**src/rtl/dmem_port_arbiter.sv**
```systemverilog
// Round-robin whole-transaction arbiter sharing one data-memory port between the CPU and CDMA,
// with a per-transaction timeout. Optional performance counters: define DMEM_ARB_PERF_EN.
module dmem_port_arbiter #(
    parameter int unsigned ADDR_W  = 32,
    parameter int unsigned DATA_W  = 32,
    parameter int unsigned TIMEOUT = 256,
    parameter int unsigned TO_W    = 9
) (
    input  logic              clk,
    input  logic              rst_n,
    input  logic              cpu_rd_en,
    input  logic              cpu_wr_en,
    input  logic [3:0]        cpu_ctrl,
    input  logic [ADDR_W-1:0] cpu_addr,
    input  logic [DATA_W-1:0] cpu_wr_data,
    output logic [DATA_W-1:0] cpu_rd_data,
    output logic              cpu_available,
    output logic              cpu_err,
    input  logic              dma_rd_en,
    input  logic              dma_wr_en,
    input  logic [3:0]        dma_ctrl,
    input  logic [ADDR_W-1:0] dma_addr,
    input  logic [DATA_W-1:0] dma_wr_data,
    output logic [DATA_W-1:0] dma_rd_data,
    output logic              dma_available,
    output logic              dma_err,
`ifdef DMEM_ARB_PERF_EN
    input  logic              perf_clr,
    output logic [31:0]       cpu_grant_cnt,
    output logic [31:0]       dma_grant_cnt,
    output logic [31:0]       cpu_wait_cnt,
    output logic [31:0]       dma_wait_cnt,
`endif
    output logic              m_rd_en,
    output logic              m_wr_en,
    output logic [3:0]        m_ctrl,
    output logic [ADDR_W-1:0] m_addr,
    output logic [DATA_W-1:0] m_wr_data,
    input  logic [DATA_W-1:0] m_rd_data,
    input  logic              m_available
);

    localparam bit              TO_EN   = (TIMEOUT != 0);
    localparam logic [TO_W-1:0] TO_LAST = TO_W'((TIMEOUT == 0) ? 0 : TIMEOUT - 1);

    typedef enum logic [1:0] {IDLE, OWN_CPU, OWN_DMA} state_t;

    state_t          state, state_nxt;
    logic            last_dma, last_dma_nxt;
    logic [TO_W-1:0] to_cnt, to_cnt_nxt;
    logic            cpu_req, dma_req, owner_req, done, timed_out;

    assign cpu_req = cpu_rd_en | cpu_wr_en;
    assign dma_req = dma_rd_en | dma_wr_en;

    always_ff @(posedge clk or negedge rst_n) begin
        if (!rst_n) begin
            state    <= IDLE;
            last_dma <= 1'b1;
            to_cnt   <= '0;
        end else begin
            state    <= state_nxt;
            last_dma <= last_dma_nxt;
            to_cnt   <= to_cnt_nxt;
        end
    end

    // Grant selection, port mux, and completion/timeout/abort resolution.
    always_comb begin
        state_nxt     = state;
        last_dma_nxt  = last_dma;
        to_cnt_nxt    = to_cnt;
        owner_req     = 1'b0;
        done          = 1'b0;
        timed_out     = 1'b0;
        m_rd_en       = 1'b0;
        m_wr_en       = 1'b0;
        m_ctrl        = '0;
        m_addr        = '0;
        m_wr_data     = '0;
        cpu_available = 1'b0;
        cpu_err       = 1'b0;
        cpu_rd_data   = '0;
        dma_available = 1'b0;
        dma_err       = 1'b0;
        dma_rd_data   = '0;

        case (state)
            IDLE: begin
                // On a tie the requester that did not win last time is granted.
                if (cpu_req && (!dma_req || last_dma)) begin
                    state_nxt    = OWN_CPU;
                    last_dma_nxt = 1'b0;
                    to_cnt_nxt   = '0;
                end else if (dma_req) begin
                    state_nxt    = OWN_DMA;
                    last_dma_nxt = 1'b1;
                    to_cnt_nxt   = '0;
                end
            end
            OWN_CPU: begin
                owner_req = cpu_req;
                m_wr_en   = cpu_wr_en;
                m_rd_en   = cpu_rd_en & ~cpu_wr_en;
                m_ctrl    = cpu_ctrl;
                m_addr    = cpu_addr;
                m_wr_data = cpu_wr_data;
            end
            OWN_DMA: begin
                owner_req = dma_req;
                m_wr_en   = dma_wr_en;
                m_rd_en   = dma_rd_en & ~dma_wr_en;
                m_ctrl    = dma_ctrl;
                m_addr    = dma_addr;
                m_wr_data = dma_wr_data;
            end
            default: state_nxt = IDLE;
        endcase

        if (state == OWN_CPU || state == OWN_DMA) begin
            if (!owner_req) begin
                state_nxt = IDLE;
            end else if (m_available) begin
                done      = 1'b1;
                state_nxt = IDLE;
            end else if (TO_EN && (to_cnt == TO_LAST)) begin
                timed_out = 1'b1;
                state_nxt = IDLE;
            end else begin
                to_cnt_nxt = to_cnt + 1'b1;
            end
        end

        if (state == OWN_CPU) begin
            cpu_available = done | timed_out;
            cpu_err       = timed_out;
            cpu_rd_data   = done ? m_rd_data : '0;
        end
        if (state == OWN_DMA) begin
            dma_available = done | timed_out;
            dma_err       = timed_out;
            dma_rd_data   = done ? m_rd_data : '0;
        end
    end

`ifdef DMEM_ARB_PERF_EN
    logic cpu_grant_inc, dma_grant_inc, cpu_wait_inc, dma_wait_inc;

    assign cpu_grant_inc = (state == IDLE) && (state_nxt == OWN_CPU);
    assign dma_grant_inc = (state == IDLE) && (state_nxt == OWN_DMA);
    assign cpu_wait_inc  = cpu_req && (state != OWN_CPU);
    assign dma_wait_inc  = dma_req && (state != OWN_DMA);

    // Saturating event counters; a clear beats a same-cycle increment.
    always_ff @(posedge clk or negedge rst_n) begin
        if (!rst_n) begin
            cpu_grant_cnt <= '0;
            dma_grant_cnt <= '0;
            cpu_wait_cnt  <= '0;
            dma_wait_cnt  <= '0;
        end else if (perf_clr) begin
            cpu_grant_cnt <= '0;
            dma_grant_cnt <= '0;
            cpu_wait_cnt  <= '0;
            dma_wait_cnt  <= '0;
        end else begin
            if (cpu_grant_inc && (cpu_grant_cnt != '1)) cpu_grant_cnt <= cpu_grant_cnt + 32'd1;
            if (dma_grant_inc && (dma_grant_cnt != '1)) dma_grant_cnt <= dma_grant_cnt + 32'd1;
            if (cpu_wait_inc && (cpu_wait_cnt != '1))   cpu_wait_cnt  <= cpu_wait_cnt + 32'd1;
            if (dma_wait_inc && (dma_wait_cnt != '1))   dma_wait_cnt  <= dma_wait_cnt + 32'd1;
        end
    end
`endif

endmodule

```
**config.mk**
```make
export PLATFORM = sky130hd
export DESIGN_NAME = dmem_port_arbiter
export DESIGN_NICKNAME = d
export VERILOG_FILES = /design/src/rtl/dmem_port_arbiter.sv
export SDC_FILE = /design/constraint.sdc
export NUM_CORES = 1
export LEC_CHECK = 0
export CORE_AREA = 2 2 122 124
export CTS_BUF_LIST = sky130_fd_sc_hd__clkbuf_8
export CTS_CLUSTER_SIZE = 24
export DETAILED_ROUTE_END_ITERATION = 6
export DIE_AREA = 0 0 124 126
export GPL_ROUTABILITY_DRIVEN = 0
export HOLD_SLACK_MARGIN = 0.1
export PLACE_DENSITY = 0.54
export SETUP_SLACK_MARGIN = 0.02
export SLEW_MARGIN = 20
export SYNTH_ARGS = -nofsm -noshare
export SYNTH_HDL_FRONTEND = slang
export SYNTH_SLANG_ARGS = --single-unit
export TNS_END_PERCENT = 5
```
**constraint.sdc**
```tcl
create_clock -name clk -period 3.5 [get_ports clk]
set_input_delay 0.7 -clock clk [delete_from_list [all_inputs] [get_ports clk]]
set_output_delay 0.7 -clock clk [all_outputs]
set_load 0.03 [all_outputs]
```
== Word level (Yosys, flattened, before mapping) ==
Cells that the tools add are included.
Word-level totals
  logic and storage cells: 58
  bits in registers: 12
  input bits: 175
Cells by class
  add/sub/neg operators: 1
  equality and inequality tests: 3
  bitwise gates (word level): 7
  mux-type cells: 36
  reduce and logical (&&, ||, !) cells: 8
Operator list (count)
  32-bit case mux with 2 select lines: 2
  32-bit two-way mux: 3
  9-bit two-way mux: 7
  1-bit two-way mux: 13
  2-bit two-way mux: 6
  9-bit by 1-bit adder with 9-bit output, second input constant: 1
  9-bit by 8-bit == test with 1-bit output, second input constant: 1
  4-bit case mux with 2 select lines: 1
  1-bit case mux with 2 select lines: 3
  2-bit case mux with 2 select lines: 1
  1-bit bitwise OR: 3
  1-bit AND: 2
  2-bit by 1-bit == test with 1-bit output, second input constant: 1
  2-bit == test, second input constant: 1
  2-bit zero test: 1
  1-bit logical OR: 2
  1-bit NOT: 2
  2-bit AND reduction: 1
  2-bit nonzero test: 1
  2-bit OR reduction: 1
  1-bit logical AND: 1
  1-bit zero test: 1

== Longest topological paths before layout ==
Gate-level depths: netlist of run 1.
  word-level depth: 10
  mapped depth: 7

== Worst setup path before layout of run 1 ==
No wires, ideal clock.
  kind: input -> output
  start point: input port dma_wr_en
  end point: output port dma_rd_data[10]
  data required time: 2800 ps
  slack: 1010 ps
  data arrival time: 1790 ps
  cell stages on the path: 5
  path buffers: 1
  cells stage by stage: o211a_1 -> or2_1 -> and3_1 -> buf_2 -> and2_1
Between the ends
  cells in the longest elaborated chain, start to end: 6
Ends and longest elaborated chain
  from (decl): line 20  | input logic dma_wr_en,
  1-bit bitwise OR: line 54  | assign dma_req = dma_rd_en | dma_wr_en;
  1-bit case mux with 2 select lines: line 88  | case (state)
  1-bit two-way mux: line 121  | if (!owner_req) begin
  1-bit two-way mux: line 120  | if (state == OWN_CPU || state == OWN_DMA) begin
  32-bit two-way mux: line 142  | dma_rd_data = done ? m_rd_data : '0;
  32-bit two-way mux: line 139  | if (state == OWN_DMA) begin
  to (decl): line 24  | output logic [DATA_W-1:0] dma_rd_data,
Every way passes these cells.

== Worst setup path after layout of run 1 ==
  start point: input port cpu_rd_en
  end point: output port dma_rd_data[23]
Between the ends
  cells in the longest elaborated chain, start to end: 6
Ends and longest elaborated chain
  from (decl): line 11  | input logic cpu_rd_en,
  1-bit bitwise OR: line 53  | assign cpu_req = cpu_rd_en | cpu_wr_en;
  1-bit case mux with 2 select lines: line 88
  1-bit two-way mux: line 121
  1-bit two-way mux: line 120
  32-bit two-way mux: line 142
  32-bit two-way mux: line 139
Every way passes these cells.

==> results of run 1 <==
kinds of logic after synthesis:
| kind of cell | after synthesis |
|---|---|
| muxes | 2 |
| and+or+nand+nor | 169 |
| AOI/OAI and AO/OA | 94 |
| buffers and inverters | 39 |
| DFF | 12 |
| xor gates and xnor gates | 1 |
| adders and majority gates | 4 |
routing by layer:
layer  track usage  vias to the layer above  routed length [microns]
met5             0                        -                       38
met3       0.05978                       16                     1601
met1        0.2044                     1588                     5750
met2        0.3070                      199                     7046
met4       0.02313                        6                      148
li1              -                     1731                        -
through the flow:
step           total power [mW]  TNS (ps)  cell area, sq um  setup slack (ps)  hold slack (ps)
6_report                  2.683         0              5620             242.9            492.8
4_1_cts                   2.694         0              5613             238.5            494.1
5_1_grt                   2.856         0              5613             113.8            527.8
3_5_place_dp              2.556    -81.79              5567            -24.16            490.1
2_1_floorplan             1.551         0              2313              1010            404.4
3_3_place_gp              2.550         0              5567             110.9            479.6
cell usage after synthesis (all sizes together), types with 2 or more instances:
cell | count | area, sq um
buf | 6 | 35.03
o211a | 2 | 20.02
ha | 4 | 50.05
nand3 | 4 | 20.02
nand2 | 4 | 15.01
or3 | 2 | 12.51
nor2b | 69 | 431.7
nand4 | 2 | 18.77
o221ai | 2 | 17.52
nor2 | 4 | 15.01
and3 | 8 | 66.31
nor3 | 3 | 15.01
dfrtp | 11 | 275.3
and2 | 67 | 419.2
a21oi | 4 | 23.77
o21ai | 5 | 25.02
a31oi | 2 | 12.51
a22oi | 69 | 518.0
clkbuf | 26 | 97.59
inv | 7 | 26.28
flip-flops by register name (all words and copies together) (netlist names):
| register | flops |
|---|---|
| state | 2 |
| to_cnt | 9 |
| last_dma | 1 |
layout by cell type, fill, tap and decap left out, types with 2 or more instances in the layout:
master / Yosys / routed
a21oi_1: 3 / 3
a22oi_1: 69 / 69
a31oi_1: 2 / 2
and2_1: 67 / 67
and3_1: 4 / 3
and3_2: 1 / 2
and3_4: 3 / 3
buf_12: 0 / 14
buf_4: 0 / 65
clkbuf_8: 0 / 3
clkdlybuf4s50_1: 0 / 238
dfrtp_1: 11 / 11
diode_2: 0 / 3
ha_1: 4 / 2
ha_2: 0 / 2
inv_1: 7 / 8
nand2_1: 4 / 4
nand3_1: 4 / 4
nor2_1: 4 / 4
nor2b_1: 69 / 69
nor3_1: 3 / 3
o211a_1: 2 / 2
o21ai_0: 3 / 3
o21ai_1: 2 / 2
o221ai_1: 2 / 2
or3_1: 2 / 2
critical path, stage by stage:
cell,delay (ps)
clkdlybuf4s50_1,500
o211a_1,270
or2_1,280
and3_2,390
and2_1,230
buf_4,170
where the power goes:
part,internal [mW],switching [mW],leakage [nW]
clock network,0.0775,0.0549,0.0269
registers,0.165,0.0208,0.162
logic,1.07,1.29,1.97
total,1.32,1.37,2.16
area by class of cell:
cell class	instances	area [sq um]
Fill cell	1464	8693
Timing Repair Buffer	317	3151
Multi-Input combinational cell	270	1859
Sequential cell	12	301.5
Tap cell	184	230.2
Clock buffer	3	41.29
Inverter	7	26.28
Antenna cell	3	7.507
Clock inverter	1	3.754
worst max-delay path by stage:
stage,cells past startpoint,end,slack [ps],start
5_1_grt,6,dma_rd_data[16],110,cpu_rd_en
4_1_cts,6,dma_rd_data[16],240,cpu_rd_en
2_1_floorplan,5,dma_rd_data[10],1010,dma_wr_en
3_3_place_gp,6,dma_rd_data[16],110,cpu_rd_en
6_report,6,dma_rd_data[23],240,cpu_rd_en
3_5_place_dp,6,dma_rd_data[16],-20,cpu_rd_en
what timing repair did:
item | in CTS | in global routing
hold buffers | 0 | 0
endpoints found under the setup margin | 31 | 0
buffers inserted | 0 | 0
gates resized for setup | 1 | 0
==> impl_metrics.env, run 1 <==
export IMPL_arrival_ps=2560
export IMPL_initial_core_util=0.1616
export IMPL_whs_endpoint="last_dma"
export IMPL_dr_pass1_iters=4
export IMPL_syn_nets=500
export IMPL_stdcell_count=797
export IMPL_finalClockSkew_ps=0.6888
export IMPL_synthMuxAreaShare=0.009194
export IMPL_drc=0
export IMPL_grt_pass1_wl_mm=20.49
export IMPL_synth_simple_gate_area_frac=0.4586
export IMPL_clock_sinks=12
export IMPL_synth_distinct_cells=47
export IMPL_slew_limit_headroom=0.5501
export IMPL_synth_top_family_by_area="simple AND/OR/NAND/NOR gates"
export IMPL_clk_pin_slew_worst_paths_ps=50
export IMPL_dieHeight_microns=126
export IMPL_r2r_end="to_cnt[1]"
export IMPL_wl_per_cell_microns=18.30
export IMPL_grt_overflow_total=0
export IMPL_r2r_start="state[1]"
export IMPL_hold_path_class="reg2reg"
export IMPL_r2r_cells=6
export IMPL_fin_crit_ps=3257
export IMPL_clock_root_buffer="clkbuf_8"
export IMPL_via_count=3540
export IMPL_ys_ff_latch=12
export IMPL_row_count=44
export IMPL_startpoint_type="input port"
export IMPL_drive_above_1_share=0.1590
export IMPL_hold_viol_final=0
export IMPL_syn_avg_cell_area_sq_um=7.207
export IMPL_synthFlopType="dfrtp_1"
export IMPL_power_density_nw_per_um2=477.4
export IMPL_grt_max_degree=76
export IMPL_rsz0062_at_grt="false"
export IMPL_max_freq_mhz=307.0
export IMPL_area_growth_pct=142.9
export IMPL_timing_final_crit_share=0.9306
export IMPL_dpl_hpwl_mm=12.25
export IMPL_ys_seq_area_frac=0.1303
export IMPL_num_nets_final=790
export IMPL_portBuffers=312
export IMPL_initialDrtViolationCount=194
export IMPL_synthXorXnorAreaFrac=0.003786
export IMPL_cap_viol_max_count=0
export IMPL_status="completed"
export IMPL_max_vdd_ir_drop_v=0.0004986
export IMPL_wirelength_mm=14.59
export IMPL_synth_edf_count=0
export IMPL_yosys_warnings=0
export IMPL_placedCellCount=790
export IMPL_cp_end_kind="primary output"
export IMPL_die_area_sq_um=15620
export IMPL_synth_area_sq_um=2313
export IMPL_cts_buffer_depth=2
export IMPL_fp_dieW_microns=124
export IMPL_grt_pass1_vias=3445
export IMPL_drv_slew=0
export IMPL_clock_latency_ps=240
export IMPL_antenna_left=0
export IMPL_num_io_pins=313
export IMPL_fp_coreArea_sq_um=14310
export IMPL_leakage_nw=2.159
export IMPL_grtUsageTotal=0.1730
export IMPL_regToRegSetupSlack_ps=1430
export IMPL_viasPerCell=4.442
export IMPL_htreeDepth=1
export IMPL_cts_tree="yes"
export IMPL_synth_compound_area_frac=0.3077
export IMPL_synth_fa_ha_area_frac=0.02163
export IMPL_crit_type="in2out"
export IMPL_worst_pin_slew_ps=667.5
export IMPL_critPathMaxFanout=32
export IMPL_fin_util=0.3927
export IMPL_antenna_found_initial=6
export IMPL_syn_inst=321
export IMPL_worstHoldPathCells=2
export IMPL_cts_inserted_buffers=3
export IMPL_async_reset_ff_frac=1.000
export IMPL_worstPathRequired_ps=2800
export IMPL_finalSetupViolCount=0
export IMPL_min_from="last_dma"
No activity file was read; power rests on OpenSTA's default activity.
==> run 2, diff against run 1 <==
- GPL_ROUTABILITY_DRIVEN: 0 -> unset
==> results of run 2 <==
Same layout as run 1: the final DEF is identical, and so are final timing and power.
